## src/rtl/rgb_delay_ctrl_pkg.sv

```systemverilog
// Shared definitions for the RGB delay-tap controller: button slot indices,
// scheduler state encoding, the "no slot serviced" LED code and small helpers.
package rgb_delay_ctrl_pkg;

   localparam int NUM_SLOTS = 9;
   localparam int NUM_CH    = 3;

   // Button slot map: whole / rising / falling groups, each ordered r, g, b
   localparam logic [3:0] R_WHOLE   = 4'd0;
   localparam logic [3:0] G_WHOLE   = 4'd1;
   localparam logic [3:0] B_WHOLE   = 4'd2;
   localparam logic [3:0] R_RISING  = 4'd3;
   localparam logic [3:0] G_RISING  = 4'd4;
   localparam logic [3:0] B_RISING  = 4'd5;
   localparam logic [3:0] R_FALLING = 4'd6;
   localparam logic [3:0] G_FALLING = 4'd7;
   localparam logic [3:0] B_FALLING = 4'd8;

   localparam logic [3:0] LED_NONE  = 4'hF;

   typedef enum logic [1:0] {
      ST_IDLE   = 2'd0,
      ST_LOAD   = 2'd1,
      ST_SETTLE = 2'd2
   } state_t;

   // Index of the lowest set bit; LED_NONE when the vector is empty
   function automatic logic [3:0] lowest_set(input logic [NUM_SLOTS-1:0] vec);
      logic [3:0] idx;
      idx = LED_NONE;
      for (int i = NUM_SLOTS - 1; i >= 0; i--) begin
         idx = vec[i] ? 4'(i) : idx;
      end
      return idx;
   endfunction

   // Expand the r/g/b enables onto the nine slots (slot i belongs to channel i mod 3)
   function automatic logic [NUM_SLOTS-1:0] slot_enable_mask(input logic [NUM_CH-1:0] en);
      logic [NUM_SLOTS-1:0] mask;
      mask = {NUM_SLOTS{1'b0}};
      for (int i = 0; i < NUM_SLOTS; i++) begin
         mask[i] = en[i % NUM_CH];
      end
      return mask;
   endfunction

endpackage

```

## src/rtl/rgb_delay_ctrl_button_debounce.sv

```systemverilog
// One button input: 2-flop synchronizer, stable-level debouncer and a
// single-cycle press pulse on each accepted rising level.
module button_debounce
   import rgb_delay_ctrl_pkg::*;
#(
   parameter int DEBOUNCE_CYCLES = 20000
) (
   input  logic clk,
   input  logic rst,
   input  logic btn_raw,
   output logic press
);

   localparam int              CW       = $clog2(DEBOUNCE_CYCLES + 1);
   localparam logic [CW-1:0]   CNT_LAST = CW'(DEBOUNCE_CYCLES - 1);

   logic          sync1_r;
   logic          sync2_r;
   logic          level_r;
   logic [CW-1:0] cnt_r;
   logic          press_r;

   // Synchronize the raw input, count consecutive samples that differ from the
   // accepted level and accept the new level once the run is long enough
   always_ff @(posedge clk) begin
      if (rst) begin
         sync1_r <= 1'b0;
         sync2_r <= 1'b0;
         level_r <= 1'b0;
         cnt_r   <= '0;
         press_r <= 1'b0;
      end else begin
         sync1_r <= btn_raw;
         sync2_r <= sync1_r;
         if (sync2_r != level_r) begin
            if (cnt_r == CNT_LAST) begin
               level_r <= sync2_r;
               cnt_r   <= '0;
               press_r <= sync2_r;
            end else begin
               cnt_r   <= cnt_r + CW'(1);
               press_r <= 1'b0;
            end
         end else begin
            cnt_r   <= '0;
            press_r <= 1'b0;
         end
      end
   end

   assign press = press_r;

endmodule

```

## src/rtl/rgb_delay_ctrl.sv

```systemverilog
// RGB delay-tap controller: nine debounced buttons request a one-step tap
// increment; a small scheduler services pending slots lowest-index first,
// strobes the new tap value into the delay primitive and waits a settle time.
module rgb_delay_ctrl
   import rgb_delay_ctrl_pkg::*;
#(
   parameter int DEBOUNCE_CYCLES = 20000,
   parameter int SETTLE_CYCLES   = 8,
   parameter int TAP_W           = 5
) (
   input  logic                       clk,
   input  logic                       rst,
   input  logic [NUM_SLOTS-1:0]       btn_raw,
   input  logic [NUM_CH-1:0]          ch_enable,
   output logic [NUM_SLOTS*TAP_W-1:0] tap_value,
   output logic [NUM_SLOTS-1:0]       delay_ld,
   output logic [TAP_W-1:0]           cntvalue_out,
   output logic                       busy,
   output logic [3:0]                 led_status
);

   localparam int            SW          = $clog2(SETTLE_CYCLES + 1);
   localparam logic [SW-1:0] SETTLE_LAST = SW'(SETTLE_CYCLES - 1);

   logic [NUM_SLOTS-1:0] press_s;
   logic [NUM_SLOTS-1:0] en_mask_s;
   logic [NUM_SLOTS-1:0] clr_s;
   logic [NUM_SLOTS-1:0] pending_nxt_s;
   logic [3:0]           sel_s;
   logic [TAP_W-1:0]     tap_inc_s;
   logic                 load_s;
   state_t               state_nxt_s;

   state_t               state_r;
   logic [NUM_SLOTS-1:0] pending_r;
   logic [SW-1:0]        settle_cnt_r;
   logic [TAP_W-1:0]     tap_r [NUM_SLOTS];
   logic [NUM_SLOTS-1:0] delay_ld_r;
   logic [TAP_W-1:0]     cntvalue_r;
   logic                 busy_r;
   logic [3:0]           led_r;

   genvar g;
   generate
      for (g = 0; g < NUM_SLOTS; g++) begin : g_btn
         button_debounce #(
            .DEBOUNCE_CYCLES(DEBOUNCE_CYCLES)
         ) u_debounce (
            .clk    (clk),
            .rst    (rst),
            .btn_raw(btn_raw[g]),
            .press  (press_s[g])
         );
         assign tap_value[g*TAP_W +: TAP_W] = tap_r[g];
      end
   endgenerate

   // Scheduler next state, slot selection and pending-vector update
   always_comb begin
      state_nxt_s = state_r;
      load_s      = 1'b0;
      sel_s       = lowest_set(pending_r);
      en_mask_s   = slot_enable_mask(ch_enable);
      tap_inc_s   = '0;
      case (state_r)
         ST_IDLE: begin
            if (pending_r != {NUM_SLOTS{1'b0}}) begin
               state_nxt_s = ST_LOAD;
               load_s      = 1'b1;
            end else begin
               state_nxt_s = ST_IDLE;
            end
         end
         ST_LOAD: begin
            state_nxt_s = ST_SETTLE;
         end
         ST_SETTLE: begin
            if (settle_cnt_r == SETTLE_LAST) begin
               state_nxt_s = ST_IDLE;
            end else begin
               state_nxt_s = ST_SETTLE;
            end
         end
         default: begin
            state_nxt_s = ST_IDLE;
         end
      endcase
      for (int i = 0; i < NUM_SLOTS; i++) begin
         tap_inc_s = (sel_s == 4'(i)) ? tap_r[i] + TAP_W'(1) : tap_inc_s;
      end
      if (load_s) begin
         clr_s = {{(NUM_SLOTS-1){1'b0}}, 1'b1} << sel_s;
      end else begin
         clr_s = {NUM_SLOTS{1'b0}};
      end
      // A press landing in the same cycle as service re-arms the slot;
      // disabled channels drop both old and new requests
      pending_nxt_s = ((pending_r & ~clr_s) | press_s) & en_mask_s;
   end

   // State, pending, settle timer, tap registers and registered outputs
   always_ff @(posedge clk) begin
      if (rst) begin
         state_r      <= ST_IDLE;
         pending_r    <= {NUM_SLOTS{1'b0}};
         settle_cnt_r <= '0;
         delay_ld_r   <= {NUM_SLOTS{1'b0}};
         cntvalue_r   <= '0;
         busy_r       <= 1'b0;
         led_r        <= LED_NONE;
         for (int i = 0; i < NUM_SLOTS; i++) begin
            tap_r[i] <= '0;
         end
      end else begin
         state_r    <= state_nxt_s;
         pending_r  <= pending_nxt_s;
         busy_r     <= (state_nxt_s != ST_IDLE);
         delay_ld_r <= clr_s;
         if (state_r == ST_SETTLE) begin
            settle_cnt_r <= settle_cnt_r + SW'(1);
         end else begin
            settle_cnt_r <= '0;
         end
         if (load_s) begin
            cntvalue_r <= tap_inc_s;
            led_r      <= sel_s;
         end else begin
            cntvalue_r <= cntvalue_r;
            led_r      <= led_r;
         end
         for (int i = 0; i < NUM_SLOTS; i++) begin
            if (clr_s[i]) begin
               tap_r[i] <= tap_inc_s;
            end else begin
               tap_r[i] <= tap_r[i];
            end
         end
      end
   end

   assign delay_ld     = delay_ld_r;
   assign cntvalue_out = cntvalue_r;
   assign busy         = busy_r;
   assign led_status   = led_r;

endmodule

```

## config.mk

```make
export PLATFORM = sky130hd
export DESIGN_NAME = rgb_delay_ctrl
export DESIGN_NICKNAME = d
export VERILOG_FILES = /design/src/rtl/rgb_delay_ctrl_pkg.sv /design/src/rtl/rgb_delay_ctrl_button_debounce.sv /design/src/rtl/rgb_delay_ctrl.sv
export SDC_FILE = /design/constraint.sdc
export NUM_CORES = 1
export LEC_CHECK = 0
export BUFFER_PORTS_ARGS = -buffer_cell sky130_fd_sc_hd__buf_4
export CORE_ASPECT_RATIO = 1.4
export CORE_MARGIN = 5
export CORE_UTILIZATION = 55
export CTS_CLUSTER_SIZE = 10
export DETAILED_ROUTE_END_ITERATION = 12
export PLACE_DENSITY = 0.74
export SLEW_MARGIN = 20
export SYNTH_ARGS = -nofsm -noshare
export SYNTH_HDL_FRONTEND = slang
export SYNTH_SLANG_ARGS = --single-unit
```

## constraint.sdc

```tcl
create_clock -name clk -period 3.31 [get_ports clk]
set_input_delay 0.662 -clock clk [delete_from_list [all_inputs] [get_ports clk]]
set_output_delay 0.662 -clock clk [all_outputs]
set_load 0.05 [all_outputs]
```

==> results by group, run 1 <==
Synth
  – Syn_nets: 1110
  – Post-synthesis cell area: 10400 um2
  – Top_reg_cell synth: dfxtp_1
  – Seq/Total Area, Yosys: 52.3%
  – Synth Area per Inst: 9.68 um2
  – Simple-gate area share of the yosys netlist: 23.8%
  – Post-synthesis cell count: 1077
  – Post-synthesis cell type count: 66
  – Asr flop ratio synth: 0%
  – Mux cell area share after synthesis: 0.576%
  – EDFF count, synth: 45
  – Largest family of logic cells by synthesized area: simple AND/OR/NAND/NOR gates
  – Synth Area in XOR/XNOR: 12.9%
  – Ys Warns: 0
  – Compound-Gate Fraction of Synth Area: 5.77%
  – Adder-cell share of the synthesized area: 2.28%
  – Seq cells post-synth: 250

Routing
  – Initial drt markers: 564
  – 1st-pass router iterations: 5
  – DR vias/cell: 5.38
  – Wire per inst: 15.2 um
  – Post-route DRC: 0
  – Routed Antenna Nets: 0
  – Routed wire length: 21.5 mm
  – Vias post-DR: 7621

Placement
  – Gp weighted congestion: 0.908
  – Placed cell area: 11200 um2
  – Detailed placer's ending HPWL: 15.6 mm
  – Number of port buffers: 77

Clock tree
  – Sink Count: 250
  – CTS tree: built
  – Clk slew on worst S/H paths: 0.07 ns
  – Total CTS buffers: 28
  – CTS Hold Buffers Added: 0
  – CTS Buffer Depth: 3
  – Post-cts gate resize count: 0
  – Setup Buffers After CTS: 0
  – H-tree Lvls: 1
  – CTS root buf: clkbuf_16
  – Clock latency on the worst-skew pair: 0.53 ns

Final layout
  – Fin nets: 1199
  – Share of post-route cells with drive strength above 1: 11.2%
  – P&R area growth vs syn: 14.7%
  – Finished Cell Area: 12000 um2
  – Fillers: 1598
  – Diodes inserted: 0

Run status
  – Outcome: finished clean

Critical path
  – CP max FO: 13
  – Worst EP arrival: 3.18 ns
  – Worst path required time: 3.50 ns
  – Crit Path Category: reg2reg
  – Critical path capture point type: flop
  – Critical Path Start Type: flop

Timing
  – Final Setup Violations: 0
  – Rel. slew slack: 49.6%
  – Tmin final: 2.99 ns
  – Post-Route Setup TNS: 0 ns
  – Fmax: 335 MHz
  – Hold violation count in the final report: 0
  – RSZ-0062 raised after global routing: false
  – Tcrit/Tclk final: 90.3%
  – Slew Limit Fails: 0
  – Worst clock skew: 0.0193 ns
  – Worst-margin pin slew: 0.753 ns

GRT
  – Grt ovf: 0
  – Largest net degree at the start of global routing: 72
  – First-pass GRT wire length: 35.7 mm
  – Global-route usage over all layers: 19.4%
  – Antenna violations before repair: 0
  – Vias in the first global route: 7441

Floorplan
  – I/O pin total: 78
  – Core box area: 18600 um2
  – Cell Rows: 59
  – Die Span Y: 173 um
  – Die X: 126 um
  – Die Area: 21900 um2
  – Initial core utilization: 56.1%

Power
  – Pwr/cell area: 503 nW/um2
  – VDD IR max: 0.000416 V
  – Lkg Pwr: 4.36 nW

Worst hold path
  – Worst hold path class: in2reg

Flow run
  – MaxCap Viol Count: 0
## cell usage in the layout, fill, tap and decap left out, drive strengths merged, types with 6 or more instances in the layout
master | netlist | layout
a211oi | 7 | 7
a21o | 6 | 6
a21oi | 29 | 29
and3 | 28 | 28
buf | 8 | 83
clkbuf | 16 | 37
dfxtp | 205 | 205
edfxtp | 45 | 45
ha | 19 | 19
inv | 28 | 28
mux2i | 6 | 6
nand2 | 67 | 67
nand2b | 20 | 20
nand3 | 72 | 72
nand4 | 30 | 30
nor2 | 212 | 212
nor2b | 19 | 19
nor3 | 21 | 21
nor4b | 12 | 12
o21ai | 12 | 12
xnor2 | 55 | 55
xor2 | 98 | 98
## worst max-delay path, stage by stage (launching register included)
cell and delay, ns:
dfxtp_1 0.33, buf_4 0.17, or2_2 0.34, o2bb2ai_2 0.53
a211oi_4 0.14, a222oi_1 0.33, o31ai_1 0.14, a222oi_1 0.42
nor2_1 0.24
## flip-flops by register name, summed over array words and instances (netlist names)
name,cells
led_status,4
delay_ld,9
busy,1
g_btn.u_debounce.sync2_r,9
tap_r,45
g_btn.u_debounce.press,9
g_btn.u_debounce.cnt_r,135
g_btn.u_debounce.sync1_r,9
g_btn.u_debounce.level_r,9
state_r,2
settle_cnt_r,4
pending_r,9
cntvalue_out,5
## per-stage QoR
| step | setup WS [ns] | total power, mW | hold slack [ns] | util [%] | cells |
|---|---|---|---|---|---|
| after floorplan | 0.904 | 3.36 | 0.411 | - | 1077 |
| after global placement | 0.475 | 3.43 | 0.417 | 60.2 | 1380 |
| after detailed placement | 0.399 | 3.43 | 0.420 | 60.2 | 1380 |
| after CTS | 0.382 | 6.09 | 0.321 | 64.3 | 1417 |
| after global routing | 0.184 | 6.23 | 0.338 | 64.3 | 1417 |
| final | 0.321 | 6.02 | 0.345 | 64.3 | 1417 |
## path summary, 6_finish.rpt
check,startpoint,endpoint,slack [ns],cells after the start
min reg2reg,g_btn[2].u_debounce.sync1_r,g_btn[2].u_debounce.sync2_r,0.43,1
max reg2reg,pending_r[0],tap_r[1][1],0.32,8
max,pending_r[0],tap_r[1][1],0.32,8
min,btn_raw[5],g_btn[5].u_debounce.sync1_r,0.34,2
## power by group
part           total, mW  switching (mW)  internal [mW]
Combinational      0.206           0.142         0.0641
Sequential          3.16          0.0298           3.13
Clock               2.66            1.10           1.56
Total               6.02            1.27           4.75
## synth_stat cells (all sizes together), types with 4 or more instances
library cell / instances / area (um2)
a211oi: 7 / 65.1
a21o: 6 / 47.6
a21oi: 29 / 145
and3: 28 / 175
buf: 8 / 58.8
clkbuf: 16 / 90.1
dfxtp: 205 / 4100
edfxtp: 45 / 1350
ha: 19 / 238
inv: 28 / 105
mux2i: 6 / 60.1
nand2: 67 / 259
nand2b: 20 / 125
nand3: 72 / 360
nand4: 30 / 188
nor2: 212 / 815
nor2b: 19 / 119
nor3: 21 / 105
nor3b: 4 / 30.0
nor4: 5 / 31.3
nor4b: 12 / 105
o21ai: 12 / 71.3
or3: 5 / 31.3
xnor2: 55 / 482
xor2: 98 / 858
## kinds of logic after synthesis
family,after synthesis
xor+xnor,153
fa+ha+maj,19
buf+inv,52
simple gates,512
mux,6
flops,250
compound gates,85
## cell type report
type | instances | area (um2) | area share, %
clock buffer | 37 | 756 | 6.32
inverter | 28 | 105 | 0.879
multi-input combinational | 775 | 4720 | 39.4
sequential | 250 | 5460 | 45.6
tap | 244 | 305 | 2.55
timing repair buffer | 83 | 623 | 5.21
## metal layers
| metal | global-route usage (%) | wire length, um |
|---|---|---|
| met2 | 34.8 | 11000 |
| met1 | 23.2 | 8790 |
| met3 | 3.02 | 976 |
| met5 | 0 | 0 |
| met4 | 7.42 | 726 |
Power figures use the tool's default switching activity.
==> run 2, diff against run 1 <==
- ABC_AREA: unset -> 1
- PLACE_DENSITY: 0.74 -> 0.72
==> run 2 against run 1 <==
Utilization is essentially flat; non-clock buffer count is the same; cell count rose by 17%; critical endpoint is now tap_r[5][3]; largest cell class unchanged; largest power group unchanged.
==> results by group, run 2 <==
Critical path
  – CP dominant cell by count: nand2_1
  – Top delay family on crit path: simple AND/OR/NAND/NOR gates
  – Largest stage delay on the critical path: 0.63 ns (+0.10 ns)
  – Critical Path Start Type: flop
  – Crit Path Category: reg2reg
  – Worst path required time: 3.52 ns (+0.02 ns)
  – CP max FO: 12 (-1)
  – Worst EP arrival: 2.91 ns (-0.27 ns)
  – CP Cell Sequence: nand2_1 > nand2_1 > nand2_1 > nand2_1 > nand2_1 > nand2_1 > inv_1 > nand3_2 > clkinv_1 > a21oi_1 > nand2_1 > a21oi_1
  – Slowest-stage cell, CP: a21oi_1
  – Critical path capture point type: flop
  – Crit path buf inv count: 2 (+1)

Clock tree
  – CTS root buf: clkbuf_16
  – H-tree Lvls: 1 (unchanged)
  – Clock latency on the worst-skew pair: 0.53 ns (about the same)
  – Clk slew on worst S/H paths: 0.05 ns (-0.02 ns)
  – CTS Hold Buffers Added: 0 (unchanged)
  – CTS tree: built
  – Setup Buffers After CTS: 0 (unchanged)
  – CTS Buffer Depth: 3 (unchanged)
  – Total CTS buffers: 29 (+3.6%)
  – Sink Count: 250 (unchanged)
  – Post-cts gate resize count: 0 (unchanged)

Floorplan
  – Die Area: 22600 um2 (+3.4%)
  – Cell Rows: 60 (+1.7%)
  – Die Span Y: 176 um (+1.7%)
  – Initial core utilization: 56.0% (about the same)
  – I/O pin total: 78 (unchanged)
  – Die X: 128 um (+1.7%)
  – Core box area: 19300 um2 (+3.7%)

Final layout
  – Top reg by flops: g_btn.u_debounce.cnt_r
  – P&R area growth vs syn: 14.8% (about the same)
  – Finished Cell Area: 12400 um2 (+3.7%)
  – Fin nets: 1436 (+20%)
  – Share of post-route cells with drive strength above 1: 12.8% (+1.6 points)
  – Final Util: 64.3% (about the same)
  – Diodes inserted: 0 (unchanged)
  – Commonest cells after routing, fill and taps aside: 205 x nand2_1, 205 x dfxtp_1, 180 x inv_1
  – Post-route insts no fill: 1662 (+17%)
  – Biggest registers after layout: g_btn.u_debounce.cnt_r: 135 flops, tap_r: 45 flops
  – Multi-input gate area: 4500 um2 (-4.6%)
  – Fillers: 1676 (+4.9%)
  – Seq. cell area: 5460 um2 (unchanged)
  – Max FFs per register: 135 (unchanged)

GRT
  – Vias in the first global route: 8206 (+10%)
  – Global-route usage over all layers: 19.5% (+0.045 points)
  – Antenna violations before repair: 0 (unchanged)
  – First-pass GRT wire length: 36.8 mm (+2.9%)
  – Grt ovf: 0 (unchanged)
  – Largest net degree at the start of global routing: 51 (-29%)

Synth
  – Area contributors post-synth: dfxtp_1 38%, edfxtp_1 13%, nand2_1 7.1%
  – Ys Warns: 0 (unchanged)
  – Top_reg_cell synth: dfxtp_1
  – Synth Area per Inst: 8.24 um2 (-15%)
  – Post-synthesis cell area: 10800 um2 (+3.6%)
  – Syn_nets: 1344 (+21%)
  – Post-synthesis cell count: 1311 (+22%)
  – Yosys top cell by area: dfxtp_1
  – Commonest cells in the netlist: 205 x dfxtp_1, 205 x nand2_1, 180 x inv_1
  – Asr flop ratio synth: 0% (unchanged)
  – Post-synthesis cell type count: 47 (-29%)
  – Seq cells post-synth: 250 (unchanged)
  – Seq/Total Area, Yosys: 50.5% (-1.8 points)
  – Area share of the largest cell type after synthesis: 38.0% (-1.4 points)
  – EDFF count, synth: 45 (unchanged)

Routing
  – Initial drt markers: 552 (-2.1%)
  – Routed wire length: 22.4 mm (+4.1%)
  – DR vias/cell: 5.21 (-3.1%)
  – Wire per inst: 13.5 um (-11%)
  – Post-route DRC: 0 (unchanged)
  – Routed Antenna Nets: 0 (unchanged)
  – Vias post-DR: 8659 (+14%)
  – 1st-pass router iterations: 5 (unchanged)

Timing
  – Worst clock skew: 0.0205 ns (+0.00116 ns)
  – Final Setup Violations: 0 (unchanged)
  – Rel. slew slack: 43.1% (-6.5 points)
  – Tcrit/Tclk final: 81.5% (-8.8 points)
  – Hold violation count in the final report: 0 (unchanged)
  – Slew Limit Fails: 0 (unchanged)
  – Fmax: 371 MHz (+11%)
  – Hold Worst Slack: 0.337 ns (-0.00722 ns)
  – RSZ-0062 raised after global routing: false
  – Post-Route Setup TNS: 0 ns (unchanged)
  – Tmin final: 2.70 ns (-0.291 ns)
  – Worst-margin pin slew: 0.845 ns (+0.0913 ns)
  – Final Worst Setup Slack: 0.612 ns (+0.291 ns)

Power
  – Lkg Pwr: 4.60 nW (+5.6%)
  – Pwr/cell area: 490 nW/um2 (-2.7%)
  – Total power: 6.07 mW (+0.88%)
  – VDD IR max: 0.000389 V (-6.4%)

Worst hold path
  – Worst hold path class: in2reg

Flow run
  – MaxCap Viol Count: 0 (unchanged)

Placement
  – Gp weighted congestion: 0.950 (+4.6%)
  – Number of port buffers: 77 (unchanged)
  – Dpl ws: 0.695 ns (+0.296 ns)
  – Placed cell area: 11600 um2 (+3.7%)
  – Detailed placer's ending HPWL: 16.4 mm (+5.2%)
  – Placed Cells incl. Taps: 1620 (+17%)

Run status
  – Outcome: finished clean
==> run 2: cell count changes in the layout (fill, tap and decap cells not counted), moves of 14 or more <==
cell	change
nor2b_1	-19
nor4_1	+14
nor3b_1	+15
inv_1	+152
nand2b_1	-20
and3_1	-26
nor2_1	-41
nor2_2	+18
xnor2_1	-37
xor2_1	-67
a21oi_1	+67
nand2_1	+139
==> run 2: kinds of logic (layout without fill, tap and decap cells) <==
kind of cell               after synthesis  after routing  share of synthesized area (%)
AOI/OAI and AO/OA                      155            155                           8.13
buffers and inverters                  216            319                           7.84
adders and majority gates               19             19                           2.20
DFF                                    250            250                           50.5
and+or+nand+nor                        622            622                           27.4
xor gates and xnor gates                49             49                           3.97
==> run 2: cell type report <==
class | instances | area share [%]
timing repair buffer | 83 | 5.02
tap | 248 | 2.50
clock buffer | 41 | 6.21
inverter | 194 | 5.91
sequential | 250 | 44.0
clock inverter | 1 | 0.0706
multi-input combinational | 845 | 36.3
==> run 2: final timing paths <==
| kind | startpoint | endpoint | slack [ns] | cells past startpoint |
|---|---|---|---|---|
| setup / recovery | pending_r[8] | tap_r[5][3] | 0.61 | 12 |
| hold / removal | btn_raw[3] | g_btn[3].u_debounce.sync1_r | 0.34 | 3 |
| setup reg to reg | pending_r[8] | tap_r[5][3] | 0.61 | 12 |
| hold reg to reg | g_btn[2].u_debounce.sync1_r | g_btn[2].u_debounce.sync2_r | 0.40 | 2 |
==> run 2: metal layers <==
| layer | vias to the layer above | wire (um) | track usage, % |
|---|---|---|---|
| li1 | 4463 | - | - |
| met1 | 3933 | 9310 | 22.5 |
| met2 | 212 | 11100 | 35.6 |
| met3 | 51 | 1240 | 3.01 |
| met4 | 0 | 713 | 7.35 |
| met5 | - | 0 | 0 |
==> run 2: worst register-to-register path, stage by stage, from the launching register on <==
cell and delay [ns]:
dfxtp_1 0.43, nand2_1 0.08, nand2_1 0.06, nand2_1 0.05
nand2_1 0.07, nand2_1 0.06, nand2_1 0.28, inv_1 0.14
nand3_2 0.18, clkinv_1 0.18, a21oi_1 0.16, nand2_1 0.08
a21oi_1 0.63
==> run 2: power by group <==
group | switching [mW] | total [mW] | internal, mW
logic | 0.149 | 0.212 | 0.0629
clock network | 1.12 | 2.70 | 1.58
registers | 0.0299 | 3.16 | 3.13
==> run 3, diff against run 2 <==
- clock period: 3.31 -> 2.65 ns (I/O delays scaled with it)
==> run 3 against run 2 <==
First-iteration DRC count is 6.5% higher; clock power is 26% higher; cell area is 0.27% higher; sequential power is 25% higher; sequential share of layout area is 0.12 points lower; critical path type unchanged; global-route usage is 0.088 points lower; largest cell class unchanged; clock-buffer cell count stayed put; setup slack worse by 0.28 ns; maximum frequency is 16% higher; via count is 0.67% higher; critical endpoint is now tap_r[8][3].
==> results by group, run 3 (synthesis gave the netlist of run 2 again) <==
Timing
  – Worst clock skew: 0.0117 ns (-0.00883 ns)
  – RSZ-0062 raised after global routing: false
  – Worst-margin pin slew: 0.737 ns (-0.107 ns)
  – Final Setup Violations: 0 (unchanged)
  – Tmin final: 2.32 ns (-0.381 ns)
  – Post-Route Setup TNS: 0 ns (unchanged)
  – Hold violation count in the final report: 0 (unchanged)
  – Rel. slew slack: 50.3% (+7.2 points)
  – Fmax: 432 MHz (+16%)
  – Slew Limit Fails: 0 (unchanged)
  – Tcrit/Tclk final: 87.4% (+5.9 points)

Flow run
  – MaxCap Viol Count: 0 (unchanged)

Run status
  – Outcome: finished clean

Critical path
  – Critical Path Start Type: flop
  – Worst path required time: 2.89 ns (-0.63 ns)
  – Largest stage delay on the critical path: 0.45 ns (-0.18 ns)
  – CP max FO: 14 (+2)
  – Crit Path Category: reg2reg
  – Critical path capture point type: flop
  – Top delay family on crit path: simple AND/OR/NAND/NOR gates
  – Crit path buf inv count: 1 (-1)
  – CP dominant cell by count: nand2_1
  – CP Cell Sequence: nor2_1 > nand2_1 > nand2_1 > a21oi_4 > nand3_2 > nand2_1 > inv_1 > nand4_1 > nand2_1 > a21oi_2
  – Worst R2R Setup Slack: 0.33 ns (-0.28 ns)
  – Worst EP arrival: 2.56 ns (-0.35 ns)
  – Slowest-stage cell, CP: a21oi_2

Final layout
  – Commonest cells after routing, fill and taps aside: 205 x nand2_1, 205 x dfxtp_1, 180 x inv_1
  – P&R area growth vs syn: 15.1%
  – Diodes inserted: 0 (unchanged)
  – Share of post-route cells with drive strength above 1: 13.2% (+0.36 points)
  – Biggest registers after layout: g_btn.u_debounce.cnt_r: 135 flops, tap_r: 45 flops
  – Fin nets: 1435 (-0.070%)
  – Max FFs per register: 135 (unchanged)
  – Top reg by flops: g_btn.u_debounce.cnt_r

Power
  – Int Pwr: 6.00 mW (+26%)
  – Gate power share: 3.6% (about the same)
  – VDD IR max: 0.000416 V (+6.9%)
  – Pwr/cell area: 613 nW/um2 (+25%)
  – Sequential Power Share: 51.7% (-0.3 points)
  – Sw frac: 21.4% (about the same)
  – Clock power frac: 44.7% (+0.2 points)
  – Total power: 7.62 mW (+26%)
  – Net switching component of the power: 1.63 mW (+25%)
  – Lkg Pwr: 4.60 nW (about the same)

Clock tree
  – Clk slew on worst S/H paths: 0.05 ns (about the same)
  – Sink Count: 250 (unchanged)
  – Clock latency on the worst-skew pair: 0.52 ns (about the same)
  – CTS tree: built
  – CTS Buffer Depth: 3 (unchanged)
  – Post-cts gate resize count: 0 (unchanged)
  – CTS root buf: clkbuf_16
  – CTS Hold Buffers Added: 0 (unchanged)
  – Total CTS buffers: 29 (unchanged)
  – H-tree Lvls: 1 (unchanged)
  – Setup Buffers After CTS: 0 (unchanged)

Floorplan
  – Initial core utilization: 56.0% (unchanged)
  – Die Span Y: 176 um (unchanged)
  – Die X: 128 um (unchanged)
  – Die Area: 22600 um2 (unchanged)
  – Cell Rows: 60 (unchanged)
  – I/O pin total: 78 (unchanged)
  – Core box area: 19300 um2 (unchanged)

GRT
  – Grt ovf: 0 (unchanged)
  – Largest net degree at the start of global routing: 28 (-45%)
  – Antenna violations before repair: 0 (unchanged)
  – Vias in the first global route: 8189 (-0.21%)
  – Global-route usage over all layers: 19.4% (-0.088 points)
  – First-pass GRT wire length: 36.8 mm (+0.21%)

Routing
  – Vias post-DR: 8717 (+0.67%)
  – Routed Antenna Nets: 0 (unchanged)
  – Post-route DRC: 0 (unchanged)
  – DR vias/cell: 5.25 (+0.73%)
  – Initial drt markers: 588 (+6.5%)
  – Wire per inst: 13.2 um (-1.7%)
  – Routed wire length: 22.0 mm (-1.7%)
  – 1st-pass router iterations: 8 (+3)

Placement
  – Gp weighted congestion: 0.862 (-9.2%)
  – Detailed placer's ending HPWL: 16.2 mm (-1.1%)
  – Number of port buffers: 77 (unchanged)

Worst hold path
  – Worst hold path class: in2reg
## run 3: cell count changes in the layout (fill, tap and decap cells not counted), sizes merged
cell and delta:
inv -1, clkinv +1, buf -1
## run 3: power by group through the flow
stage	Sequential, mW	Clock (mW)	Combinational, mW
6_report	3.94	3.41	0.273
3_5_place_dp	4.02	0	0.273
5_1_grt	3.95	3.67	0.293
2_1_floorplan	4.10	0	0.0923
3_3_place_gp	4.02	0	0.272
4_1_cts	3.94	3.49	0.275
## run 3: worst paths after layout
check / from / depth (start not counted) / end
worst min register to register: g_btn[6].u_debounce.sync1_r / 2 / g_btn[6].u_debounce.sync2_r
worst max register to register: pending_r[7] / 10 / tap_r[8][3]
worst max-delay path: pending_r[7] / 10 / tap_r[8][3]
worst min-delay path: btn_raw[1] / 3 / g_btn[1].u_debounce.sync1_r
## run 3: through the flow
stage / worst slack [ns] / cell area [um2] / hold WS [ns] / cells / util [%]
after floorplan: 0.544 / 10800 / 0.388 / 1311 / -
after global placement: 0.102 / 11600 / 0.389 / 1619 / 60.3
after detailed placement: 0.0428 / 11600 / 0.397 / 1619 / 60.3
after CTS: 0.0327 / 12400 / 0.192 / 1661 / 64.4
after global routing: 0.108 / 12400 / 0.210 / 1661 / 64.5
final: 0.333 / 12400 / 0.212 / 1661 / 64.5
## run 3: worst reg2reg max path: stages, from the launching register on
cell     delay [ns]
dfxtp_1        0.36
nor2_1         0.08
nand2_1        0.10
nand2_1        0.11
a21oi_4        0.36
nand3_2        0.25
nand2_1        0.12
inv_1          0.04
nand4_1        0.09
nand2_1        0.09
a21oi_2        0.45
## run 3: cell type report
| type | instances | area, um2 |
|---|---|---|
| inverter | 194 | 733 |
| multi-input combinational | 845 | 4520 |
| tap | 248 | 310 |
| timing repair buffer | 82 | 628 |
| clock buffer | 41 | 781 |
| sequential | 250 | 5460 |
| clock inverter | 1 | 8.76 |
| fill | 1667 | 6860 |
## run 3: metal layers
layer / part of all wire [%] / global-route usage [%]
met2: 49 / 34.5
met5: 0 / 0
met4: 2.2 / 5.44
met3: 6.5 / 3.32
met1: 43 / 23.9
